==> src/rtl/seq_detector_pkg.sv <==
// ============================================================================
// Module  : seq_detector_pkg
// Brief   : State type and state encoding constants for seq_detector_param.
// Revision: 1.0 - initial release
// ============================================================================
`default_nettype none

package seq_detector_pkg;

    localparam int unsigned c_st_w = 2;

    localparam logic [c_st_w-1:0] c_st_uncfg = 2'd0;
    localparam logic [c_st_w-1:0] c_st_hunt  = 2'd1;
    localparam logic [c_st_w-1:0] c_st_match = 2'd2;

    typedef enum logic [c_st_w-1:0] {
        ST_UNCFG = c_st_uncfg,
        ST_HUNT  = c_st_hunt,
        ST_MATCH = c_st_match
    } state_e;

endpackage

`default_nettype wire

==> src/rtl/seq_det_shift.sv <==
// ============================================================================
// Module  : seq_det_shift
// Brief   : History shift register, saturating fill counter and length-masked
//           pattern compare; o_match is combinational on the accepted bit.
// Revision: 1.0 - initial release
// ============================================================================
`default_nettype none

module seq_det_shift #(
    parameter int PAT_W = 8
) (
    input  logic                         clk,
    input  logic                         rst,
    input  logic                         i_clear,
    input  logic                         i_shift,
    input  logic                         i_din,
    input  logic                         i_overlap,
    input  logic [PAT_W-1:0]             i_pat,
    input  logic [$clog2(PAT_W+1)-1:0]   i_len,
    output logic                         o_match
);

    localparam int L_W = $clog2(PAT_W + 1);

    logic [PAT_W-1:0] r_hist_q, w_hist_d, w_hist_new, w_mask;
    logic [L_W-1:0]   r_fill_q, w_fill_d, w_fill_new;
    logic             w_match;

    always_comb begin
        w_hist_new = {r_hist_q[PAT_W-2:0], i_din};
        w_fill_new = (r_fill_q == L_W'(PAT_W)) ? r_fill_q : r_fill_q + L_W'(1);
        for (int i = 0; i < PAT_W; i++) begin
            w_mask[i] = (i < int'(i_len));
        end
        w_match = i_shift && (w_fill_new >= i_len) &&
                  ((w_hist_new & w_mask) == (i_pat & w_mask));

        w_hist_d = r_hist_q;
        w_fill_d = r_fill_q;
        if (i_clear) begin
            w_hist_d = '0;
            w_fill_d = '0;
        end else if (i_shift) begin
            w_hist_d = w_hist_new;
            // Non-overlapping mode restarts the fill so no bit serves two matches
            w_fill_d = (w_match && !i_overlap) ? '0 : w_fill_new;
        end
    end

    always_ff @(posedge clk) begin
        if (rst) begin
            r_hist_q <= '0;
            r_fill_q <= '0;
        end else begin
            r_hist_q <= w_hist_d;
            r_fill_q <= w_fill_d;
        end
    end

    assign o_match = w_match;

endmodule

`default_nettype wire

==> src/rtl/seq_detector_parammodule.sv <==
// ============================================================================
// Module  : seq_detector_param
// Brief   : Configurable serial pattern detector with Moore match flag.
//           Define SEQ_DETECTOR_CNT_EN to build the saturating match counter.
// Revision: 1.0 - initial release
// ============================================================================
`default_nettype none

module seq_detector_param
    import seq_detector_pkg::*;
#(
    parameter int PAT_W = 8,
    parameter int LEN_W = 4,
    parameter int CNT_W = 8
) (
    input  logic             clk,
    input  logic             rst,
    input  logic             din,
    input  logic             din_valid,
    input  logic             cfg_load,
    input  logic [PAT_W-1:0] pat,
    input  logic [LEN_W-1:0] pat_len,
    input  logic             overlap,
    output logic             dout,
    output logic             cfg_err,
    output logic [CNT_W-1:0] match_cnt
);

    localparam int L_W = $clog2(PAT_W + 1);

    state_e           r_state_q, w_state_d;
    logic [PAT_W-1:0] r_pat_q, w_pat_d;
    logic [L_W-1:0]   r_len_q, w_len_d;
    logic             r_cfg_err_q;
    logic             w_len_ok, w_load_ok, w_load_bad, w_accept, w_match;

    // A load always wins over a coincident data bit, even when rejected
    assign w_len_ok   = (pat_len != '0) && (int'(pat_len) <= PAT_W);
    assign w_load_ok  = cfg_load && w_len_ok;
    assign w_load_bad = cfg_load && !w_len_ok;
    assign w_accept   = din_valid && !cfg_load && (r_state_q != ST_UNCFG);

    seq_det_shift #(.PAT_W(PAT_W)) u_shift (
        .clk      (clk),
        .rst      (rst),
        .i_clear  (w_load_ok),
        .i_shift  (w_accept),
        .i_din    (din),
        .i_overlap(overlap),
        .i_pat    (r_pat_q),
        .i_len    (r_len_q),
        .o_match  (w_match)
    );

    always_ff @(posedge clk) begin
        if (rst) begin
            r_state_q   <= ST_UNCFG;
            r_pat_q     <= '0;
            r_len_q     <= '0;
            r_cfg_err_q <= 1'b0;
        end else begin
            r_state_q   <= w_state_d;
            r_pat_q     <= w_pat_d;
            r_len_q     <= w_len_d;
            r_cfg_err_q <= w_load_bad;
        end
    end

    always_comb begin
        w_state_d = r_state_q;
        w_pat_d   = r_pat_q;
        w_len_d   = r_len_q;
        if (w_load_ok) begin
            w_state_d = ST_HUNT;
            w_pat_d   = pat;
            w_len_d   = pat_len[L_W-1:0];
        end else if (!w_load_bad) begin
            case (r_state_q)
                ST_UNCFG: w_state_d = ST_UNCFG;
                ST_HUNT,
                ST_MATCH: w_state_d = (w_accept && w_match) ? ST_MATCH : ST_HUNT;
                default:  w_state_d = ST_UNCFG;
            endcase
        end
    end

    always_comb begin
        dout    = (r_state_q == ST_MATCH);
        cfg_err = r_cfg_err_q;
    end

`ifdef SEQ_DETECTOR_CNT_EN
    logic [CNT_W-1:0] r_cnt_q, w_cnt_d;

    always_comb begin
        w_cnt_d = r_cnt_q;
        if (w_load_ok) begin
            w_cnt_d = '0;
        end else if (w_accept && w_match && (r_cnt_q != '1)) begin
            w_cnt_d = r_cnt_q + CNT_W'(1);
        end
    end

    always_ff @(posedge clk) begin
        if (rst) begin
            r_cnt_q <= '0;
        end else begin
            r_cnt_q <= w_cnt_d;
        end
    end

    assign match_cnt = r_cnt_q;
`else
    assign match_cnt = '0;
`endif

endmodule

`default_nettype wire
==> config.mk <==
export PLATFORM = sky130hd
export DESIGN_NAME = seq_detector_param
export DESIGN_NICKNAME = d
export VERILOG_FILES = /design/src/rtl/seq_detector_pkg.sv /design/src/rtl/seq_det_shift.sv /design/src/rtl/seq_detector_parammodule.sv
export SDC_FILE = /design/constraint.sdc
export NUM_CORES = 1
export LEC_CHECK = 0
export CAP_MARGIN = 10
export CORE_ASPECT_RATIO = 1.1
export CORE_MARGIN = 5
export CORE_UTILIZATION = 51
export DETAILED_ROUTE_END_ITERATION = 6
export GPL_ROUTABILITY_DRIVEN = 1
export PLACE_DENSITY = 0.87
export SETUP_SLACK_MARGIN = 0.4
export SYNTH_ARGS = -nofsm -noshare
export SYNTH_HDL_FRONTEND = slang
export SYNTH_SLANG_ARGS = --single-unit
export TNS_END_PERCENT = 30
==> constraint.sdc <==
create_clock -name clk -period 2.82 [get_ports clk]
set_clock_uncertainty 0.2 [all_clocks]
set_input_delay 0.423 -clock clk [delete_from_list [all_inputs] [get_ports clk]]
set_output_delay 0.423 -clock clk [all_outputs]
set_load 0.01 [all_outputs]
# Word-level counts from Yosys, hierarchy flattened

Cells that the tools add are included.

Register bits: 26
Input port bits: 18
Output and inout bits: 10
Logic and storage cells: 47

$add $sub $neg: 1
$lt $le $gt $ge: 10
Equality and inequality tests: 5
Muxes and demuxes: 6
Bitwise operators: 2
Reduce and logical (&&, ||, !) cells: 16

Operator list:

| kind                                                                    | number |
|---|---|
| 8-bit AND                                                               | 2 |
| 3-bit by 4-bit < comparator with 1-bit output, first input constant     | 4 |
| 1-bit logical AND                                                       | 9 |
| 8-bit equality test                                                     | 1 |
| 1-bit by 4-bit < comparator with 1-bit output, first input constant     | 2 |
| 2-bit by 4-bit < comparator with 1-bit output, first input constant     | 2 |
| 4-bit 2-to-1 mux                                                        | 2 |
| 4-bit by 1-bit adder with 4-bit output, second input constant           | 1 |
| 4-bit equality test, second input constant                              | 1 |
| 4-bit >= comparator                                                     | 1 |
| 4-bit <= comparator, second input constant                              | 1 |
| 2-bit 2-to-1 mux                                                        | 2 |
| 4-bit nonzero test                                                      | 1 |
| 2-bit OR reduction                                                      | 2 |
| 1-bit zero test                                                         | 3 |
| 2-bit by 1-bit equality test with 1-bit output, second input constant   | 1 |
| 2-bit equality test, second input constant                              | 1 |
| 1-bit 2-to-1 mux                                                        | 2 |
| 2-bit by 1-bit inequality test with 1-bit output, second input constant | 1 |
| 2-bit nonzero test                                                      | 1 |

# Longest topological paths before layout

Gate-level depths: netlist of the first run.

Depth after elaboration: 10
Mapped depth: 12
Depth with buffers taken out: 12

# Hierarchy

Synthesis of the first run repeated with hierarchy kept, for this count alone.

Cell total of the unflattened synthesis: 172
Area, all modules: 1591.5 µm²

By module, submodules not included:

| module             | instances | cells each | area an instance (µm²) | sequential area each (µm²) |
|---|---|---|---|---|
| seq_detector_param | 1         | 85         | 805.8                  | 300.3 |
| seq_det_shift      | 1         | 87         | 785.8                  | 220.2 |

# Worst setup path after synthesis of the first run

No wires, ideal clock.

Path type: register -> register
Start: register u_shift.r_fill_q[0]
End: register u_shift.r_fill_q[1]
Library setup time: 70 ps
Arrival: 1962 ps
Required time: 2550 ps
Path slack: 588 ps
Stages on the path, launching flop included: 13
Buffers on the path: 0
Period minus slack after synthesis: 2232 ps
Cell sequence: dfxtp_1 > inv_1 > ha_1 > nand2_1 > nor2_1 > xnor2_1 > ha_1 > nand2b_1 > a211oi_1 > o21bai_1 > nand3b_2 > nand3_1 > a21oi_1

Word-level cells in the longest chain between the ends: 7
Elaborated cells between the ends (all ways): 8
Classes of those cells: add/sub: 1; order compare: 1; eq/ne: 1; mux: 2; reduce/logical: 3

Ends and longest elaborated chain:

| element                                                                       | line                | source |
|---|---|---|
| start, declared                                                               | seq_det_shift.sv:26 | `logic [L_W-1:0] r_fill_q, w_fill_d, w_fill_new;` |
| start signal, assigned                                                        | seq_det_shift.sv:56 | `r_fill_q <= w_fill_d;` |
| 4-bit by 1-bit adder with 4-bit output or 4-bit equality test (tied branches) | seq_det_shift.sv:31 | `w_fill_new = (r_fill_q == L_W'(PAT_W)) ? r_fill_q : r_fill_q + L_W'(1);` |
| 4-bit 2-to-1 mux (*)                                                          | seq_det_shift.sv:31 |  |
| 4-bit >= comparator                                                           | seq_det_shift.sv:35 | `w_match = i_shift && (w_fill_new >= i_len) &&` |
| 1-bit logical AND (2 in a row)                                                | seq_det_shift.sv:35 |  |
| 1-bit logical AND                                                             | seq_det_shift.sv:46 | `w_fill_d = (w_match && !i_overlap) ? '0 : w_fill_new;` |
| 4-bit 2-to-1 mux (*)                                                          | seq_det_shift.sv:46 |  |

Every way passes the cells marked *; elsewhere a longest branch is shown, timed or not.
A chain may end at the register's enable or synchronous reset.

# Final worst setup path of the first run

Start: register u_shift.r_fill_q[0]
End: register u_shift.r_fill_q[3]

The elaborated chain is that of the path after synthesis.

==> run_results.csv, run 1 <==
group,metric,value,unit
synth,synth-async-reset-ratio,0,
worst_setup_path,path_cells,"inv_2 -> ha_1 -> nand2_2 -> nor2_4 -> xnor2_2 -> ha_1 -> nand2b_1 -> a211oi_2 -> o21bai_2 -> nand3b_4 -> nand3_1 -> a21oi_1",
die,die_h,65.7,microns
global_routing,busiest_layer,"met2",
pwr,internal-power,0.000585,W
pwr,p_seq_frac,0.509,
worst_setup_path,critPathBufInv,1,
synth,synthTopCellsByArea,"dfxtp_1 (36%), mux2i_1 (7.7%), xnor2_1 (7.3%)",
sta,setup-violations-final,0,
worst_setup_path,slowest_stage,"dfxtp_2",
sta,min_period,2.32,ns
worst_setup_path,criticalPathCategory,"reg -> reg",
run_status,status,"finished, final reports clean",
worst_setup_path,path_common_cell,"ha_1",
synth,synth_flop_cell,"dfxtp_1",
die,num_rows,20,
synth,synth_common_cells,"dfxtp_1 (26), nand2_1 (25), nor2_1 (16)",
global_routing,grt_overflow_total,0,
pwr,leakage,0.692,nW
pwr,p_switching,0.000185,W
synth,synth-seq-cells,26,
placed_design,place.detailed.hpwl,2.20,mm
placed_design,io_buffers,19,
clock_tree,insertion_delay,0.32,ns
synth,ys_warn_count,0,
sta,hold_viol_final,0,
die,start_util,0.527,
worst_setup_path,rr_startpoint,"u_shift.r_fill_q[0]",
global_routing,antenna_found_initial,0,
worst_setup_path,start_kind,"flop",
route,drt_first_iter_violations,49,
synth,syn_area,0.00144,sq mm
clock_tree,hold_buffers,0,
pwr,power_frac_comb,0.159,
global_routing,met3_usage,0.0216,
clock_tree,tritoncts,"done",
sta,tns,0,ns
worst_setup_path,rr_worst_depth,12,
sta,slew_violations,0,
pwr,netSwitchingFraction,0.241,
route,viasPerCell,5.21,
synth,synthDistinctLibCells,31,
finish,nFillCells,226,
route,drc,0,
synth,ys_seq_area_frac,0.362,
clock_tree,cts_root_buf,"clkbuf_4",
global_routing,first_global_vias,1175,
die,die_area,0.00398,sq mm
sta,timing.final.crit_share,0.822,
finish,layout.nets,213,
pwr,peakVddDrop,0.424,mV
finish,antenna_cells,0,
synth,yosysMostFrequentCell,"dfxtp_1",
min_path,hp-class,"reg -> reg",
min_path,worstHoldStart,"u_shift.r_fill_q[1]",
clock_tree,clk_pin_slew,0.14,ns
worst_setup_path,cp_max_fo,4,
worst_setup_path,crit_required,2.87,ns
synth,yosys.area.top_type,"dfxtp_1",
route,drtPass1Iterations,4,
pwr,p_per_area,448,mW/mm^2
die,die_x,60.6,microns
synth,syn_inst,167,
clock_tree,clock-sinks,26,
min_path,hold_depth,2,
route,ant_nets,0,
clock_tree,cts-htree-levels,1,
synth,synth_top_cell_area_share,0.362,
route,wl_per_cell,13.3,microns
synth,synth_edf_count,0,
global_routing,grt_max_degree,16,
finish,layout-area-overhead-vs-synth,19.8,%
clock_tree,numCtsBuffers,3,
global_routing,grtUsageTotal,0.166,
worst_setup_path,arrival,2.37,ns
global_routing,grt_pass1_wl,5.05,mm
worst_setup_path,cp_slowest_stage_delay,0.36,ns
clock_tree,cts.path.max_buffers,2,
worst_setup_path,reg2reg_to,"u_shift.r_fill_q[3]",
global_routing,met1_usage,0.188,
pwr,power,0.000771,W
die,core,0.00273,sq mm
pwr,pwr-share-clk,0.332,
worst_setup_path,path_delay_family,"simple AND/OR/NAND/NOR gates",
sta,rsz0062_at_grt,"yes",
sta,fmax,431,MHz
flow_run,cap_violations,0,
route,vias,1140,
global_routing,use_met2,0.299,
finish,layout-drive-gt1-share,0.118,
placed_design,place_congestion,0.883,
worst_setup_path,setup.worst_path.end_class,"flop",
worst_setup_path,reg2reg_setup_slack,0.50,ns
synth,syn_avg_cell_area,8.61,sq um
die,io_pins,28,
min_path,whs_endpoint,"u_shift.r_fill_q[1]",
route,drt_wl_total,2.91,mm
[placed cells by master (no fill, tap or decap), types with 2 or more instances in the layout]
cell type / count
dfxtp_1: 24
clkdlybuf4s50_1: 19
inv_1: 9
conb_1: 8
mux2i_1: 11
nor3_1: 4
a21oi_1: 13
nand3_1: 5
xnor2_1: 11
a211oi_2: 2
clkbuf_4: 3
dfxtp_2: 2
o21ai_0: 2
nor2_1: 15
buf_4: 4
nand2_1: 24
nand2b_1: 3
ha_1: 8
[per-stage QoR]
step / util / hold WS, ns / setup slack [ns] / instance area (sq um) / std cells
after floorplan: - / 0.249 / 0.588 / 1460 / 174
after global placement: 0.594 / 0.256 / 0.332 / 1620 / 214
after detailed placement: 0.594 / 0.276 / 0.260 / 1620 / 214
after CTS: 0.622 / 0.295 / 0.433 / 1700 / 219
after global routing: 0.631 / 0.317 / 0.356 / 1720 / 219
final: 0.631 / 0.287 / 0.501 / 1720 / 219
[cells by family (layout without fill, tap and decap cells)]
| family | Yosys count | after routing | synth area share |
|---|---|---|---|
| other cells | 1 | 8 | 0.00261 |
| mux | 11 | 11 | 0.0766 |
| compound gates | 26 | 26 | 0.127 |
| xor+xnor | 12 | 12 | 0.0731 |
| buf+inv | 25 | 37 | 0.0949 |
| simple gates | 58 | 58 | 0.194 |
| fa+ha+maj | 8 | 8 | 0.0696 |
| flops | 26 | 26 | 0.362 |
[worst max path at each step]
stage	cells after the start	to	start	slack, ns
after floorplan	12	u_shift.r_fill_q[1]	u_shift.r_fill_q[0]	0.59
final	12	u_shift.r_fill_q[3]	u_shift.r_fill_q[0]	0.50
after detailed placement	7	u_shift.r_fill_q[3]	cfg_load	0.26
after CTS	12	u_shift.r_fill_q[3]	u_shift.r_fill_q[0]	0.43
after global placement	7	u_shift.r_fill_q[0]	cfg_load	0.33
after global routing	12	u_shift.r_fill_q[3]	u_shift.r_fill_q[0]	0.36
[area by class of cell]
type / count / area, sq um / area share
clock buffers: 3 / 22.5 / 0.0131
multi-input cells: 123 / 847 / 0.492
well taps: 33 / 41.3 / 0.0240
clock inverters: 1 / 30.0 / 0.0174
repair buffers: 23 / 220 / 0.128
flip-flops and latches: 26 / 523 / 0.304
inverters: 10 / 37.5 / 0.0218
[what timing repair did]
item | 4_1_cts | 5_1_grt
setup endpoints to repair | 6 | 6
pin swaps | 1 | 4
buffers inserted | 1 | 0
resized for setup | 6 | 5
[power by group through the flow]
stage / registers, W / clock network, W / logic [W]
6_report: 0.000392 / 0.000256 / 0.000122
5_1_grt: 0.000395 / 0.000275 / 0.000134
4_1_cts: 0.000392 / 0.000262 / 0.000118
3_5_place_dp: 0.000400 / 0 / 0.000116
3_3_place_gp: 0.000399 / 0 / 0.000111
2_1_floorplan: 0.000395 / 0 / 0.0000859
[layer usage]
layer  wire length [microns]  part of all wire
met2                    1580              0.54
met1                    1170              0.40
met5                       0                 0
met4                      43             0.015
met3                     112             0.038
[worst reg2reg max path, delay by kind of cell (launching register included)]
family                     cells  cell delay (ns)
AOI/OAI and AO/OA              3             0.49
and+or+nand+nor                5             0.59
xor gates and xnor gates       1             0.13
adders and majority gates      2             0.40
DFF                            1             0.36
buffers and inverters          1             0.08
[state kept, by name, indices dropped and copies added, names as in the netlist]
name / flops
u_shift.r_fill_q: 4
u_shift.r_hist_q: 7
r_pat_q: 8
r_state_q: 2
r_len_q: 4
cfg_err: 1
Note: power is estimated with default switching activity, not from simulation.
==> run 2: changes to the inputs <==
==> constraint.sdc (replaced) <==
create_clock -name clk -period 2.15 [get_ports clk]
set_clock_uncertainty 0.2 [all_clocks]
set_input_delay 0.3225 -clock clk [delete_from_list [all_inputs] [get_ports clk]]
set_output_delay 0.3225 -clock clk [all_outputs]
set_load 0.01 [all_outputs]
==> run_results.csv, run 2 (synthesis results as in run 1) <==
group,metric,value,unit
route,drc,0,
pwr,p_per_area,548,mW/mm^2
clock_tree,clk_pin_slew,0.16,ns
worst_setup_path,arrival,2.34,ns
finish,regMostFlops,"r_pat_q",
min_path,hp-class,"in -> reg",
sta,slew_violations,0,
die,die_h,65.7,microns
clock_tree,cts_root_buf,"clkbuf_4",
sta,fmax,440,MHz
sta,rsz0062_at_grt,"yes",
global_routing,antenna_found_initial,0,
run_status,status,"complete, but fails checks",
die,die_x,60.6,microns
worst_setup_path,crit_required,2.21,ns
clock_tree,cts.path.max_buffers,2,
die,io_pins,28,
sta,min_period,2.27,ns
finish,final_core_util,0.708,
die,core,0.00273,sq mm
sta,worst_hold_slack,0.136,ns
placed_design,dp_slack,-0.218,ns
sta,timing.final.crit_share,1.06,
route,vias,1255,
global_routing,grt_pass1_wl,5.64,mm
clock_tree,insertion_delay,0.33,ns
worst_setup_path,start_kind,"flop",
global_routing,grt_overflow_total,0,
global_routing,grt_max_degree,16,
finish,antenna_cells,0,
die,die_area,0.00398,sq mm
die,start_util,0.527,
route,viasPerCell,5.46,
route,drtPass1Iterations,4,
sta,tns,-0.627,ns
pwr,power,0.00106,W
route,ant_nets,0,
route,drt_first_iter_violations,28,
finish,layout.nets,224,
clock_tree,numCtsBuffers,3,
finish,layout-drive-gt1-share,0.249,
clock_tree,tritoncts,"done",
placed_design,place_congestion,0.786,
sta,hold_viol_final,0,
finish,largest_register_ffs,8,
clock_tree,clock-sinks,26,
route,wl_per_cell,15.2,microns
finish,layout-area-overhead-vs-synth,34.3,%
route,drt_wl_total,3.49,mm
global_routing,first_global_vias,1284,
pwr,peakVddDrop,0.468,mV
worst_setup_path,cp_max_fo,4,
finish,top_regs,"r_pat_q: 8 flops, u_shift.r_hist_q: 7 flops",
run_status,violations,"negative setup slack",
die,num_rows,20,
placed_design,place.detailed.hpwl,2.45,mm
flow_run,cap_violations,0,
worst_setup_path,criticalPathCategory,"reg -> reg",
pwr,leakage,0.811,nW
sta,setup-violations-final,6,
finish,layout_common_cells,"nand2_1 (23), dfxtp_1 (23), nor2_1 (15)",
sta,setup_ws,-0.121,ns
worst_setup_path,setup.worst_path.end_class,"flop",
global_routing,grtUsageTotal,0.189,
clock_tree,cts-htree-levels,1,
placed_design,io_buffers,19,
run 2: cell type report:
class                      count  area, sq um
multi-input combinational    123          946
fill                         215          797
sequential                    26          524
timing repair buffer          34          329
tap                           33         41.3
inverter                      10         37.5
clock inverter                 1         30.0
clock buffer                   3         22.5
run 2: what timing repair did:
| action | CTS | global route |
|---|---|---|
| resized for setup | 12 | 17 |
| hold buffers | 0 | 0 |
| endpoints found under the setup margin | 24 | 21 |
| pin swaps | 8 | 10 |
| buffers inserted | 3 | 1 |
run 2: final timing paths:
| kind | start | to | slack (ns) | depth (start not counted) |
|---|---|---|---|---|
| min reg2reg | u_shift.r_hist_q[4] | u_shift.r_hist_q[5] | 0.29 | 2 |
| min | pat_len[0] | r_len_q[0] | 0.14 | 3 |
| max reg2reg | u_shift.r_fill_q[0] | u_shift.r_fill_q[1] | -0.12 | 10 |
| max | u_shift.r_fill_q[0] | u_shift.r_fill_q[1] | -0.12 | 10 |
run 2: power breakdown:
group	switching (W)	leakage, nW	internal, W	total (W)
Combinational	0.0000956	0.570	0.000103	0.000199
Clock	0.000157	0.0279	0.000189	0.000345
Sequential	0.0000161	0.213	0.000498	0.000514
run 2: through the flow:
stage,instances,instance area (sq um)
floorplan,174,1490
global placement,222,1730
detailed placement,222,1730
CTS,229,1850
global route,230,1930
finish,230,1930
run 2: metal layers:
metal | GRT usage | up-vias | share of wire
met5 | 0 | - | 0
met4 | 0.0894 | 0 | 0.026
met3 | 0.0295 | 8 | 0.035
met2 | 0.358 | 31 | 0.54
met1 | 0.192 | 610 | 0.40
li1 | - | 606 | -
run 2: worst max-delay path, stage by stage (launching register included):
cell and delay [ns]:
dfxtp_2 0.35, buf_4 0.14, ha_1 0.22, xnor2_2 0.15, nor2_1 0.20, ha_2 0.33
o21ai_2 0.17, o21bai_4 0.12, nand3b_4 0.12, nand3_1 0.09, a21oi_1 0.13
==> run 3: changes to the inputs <==
--- a/config.mk
+++ b/config.mk
@@ -5,7 +5,7 @@
 export SDC_FILE = /design/constraint.sdc
 export NUM_CORES = 1
 export LEC_CHECK = 0
-export CAP_MARGIN = 10
+export CAP_MARGIN = 20
 export CORE_ASPECT_RATIO = 1.1
 export CORE_MARGIN = 5
 export CORE_UTILIZATION = 51
==> results of run 3 <==
Final layout, timing and power as in run 2 (identical DEF).
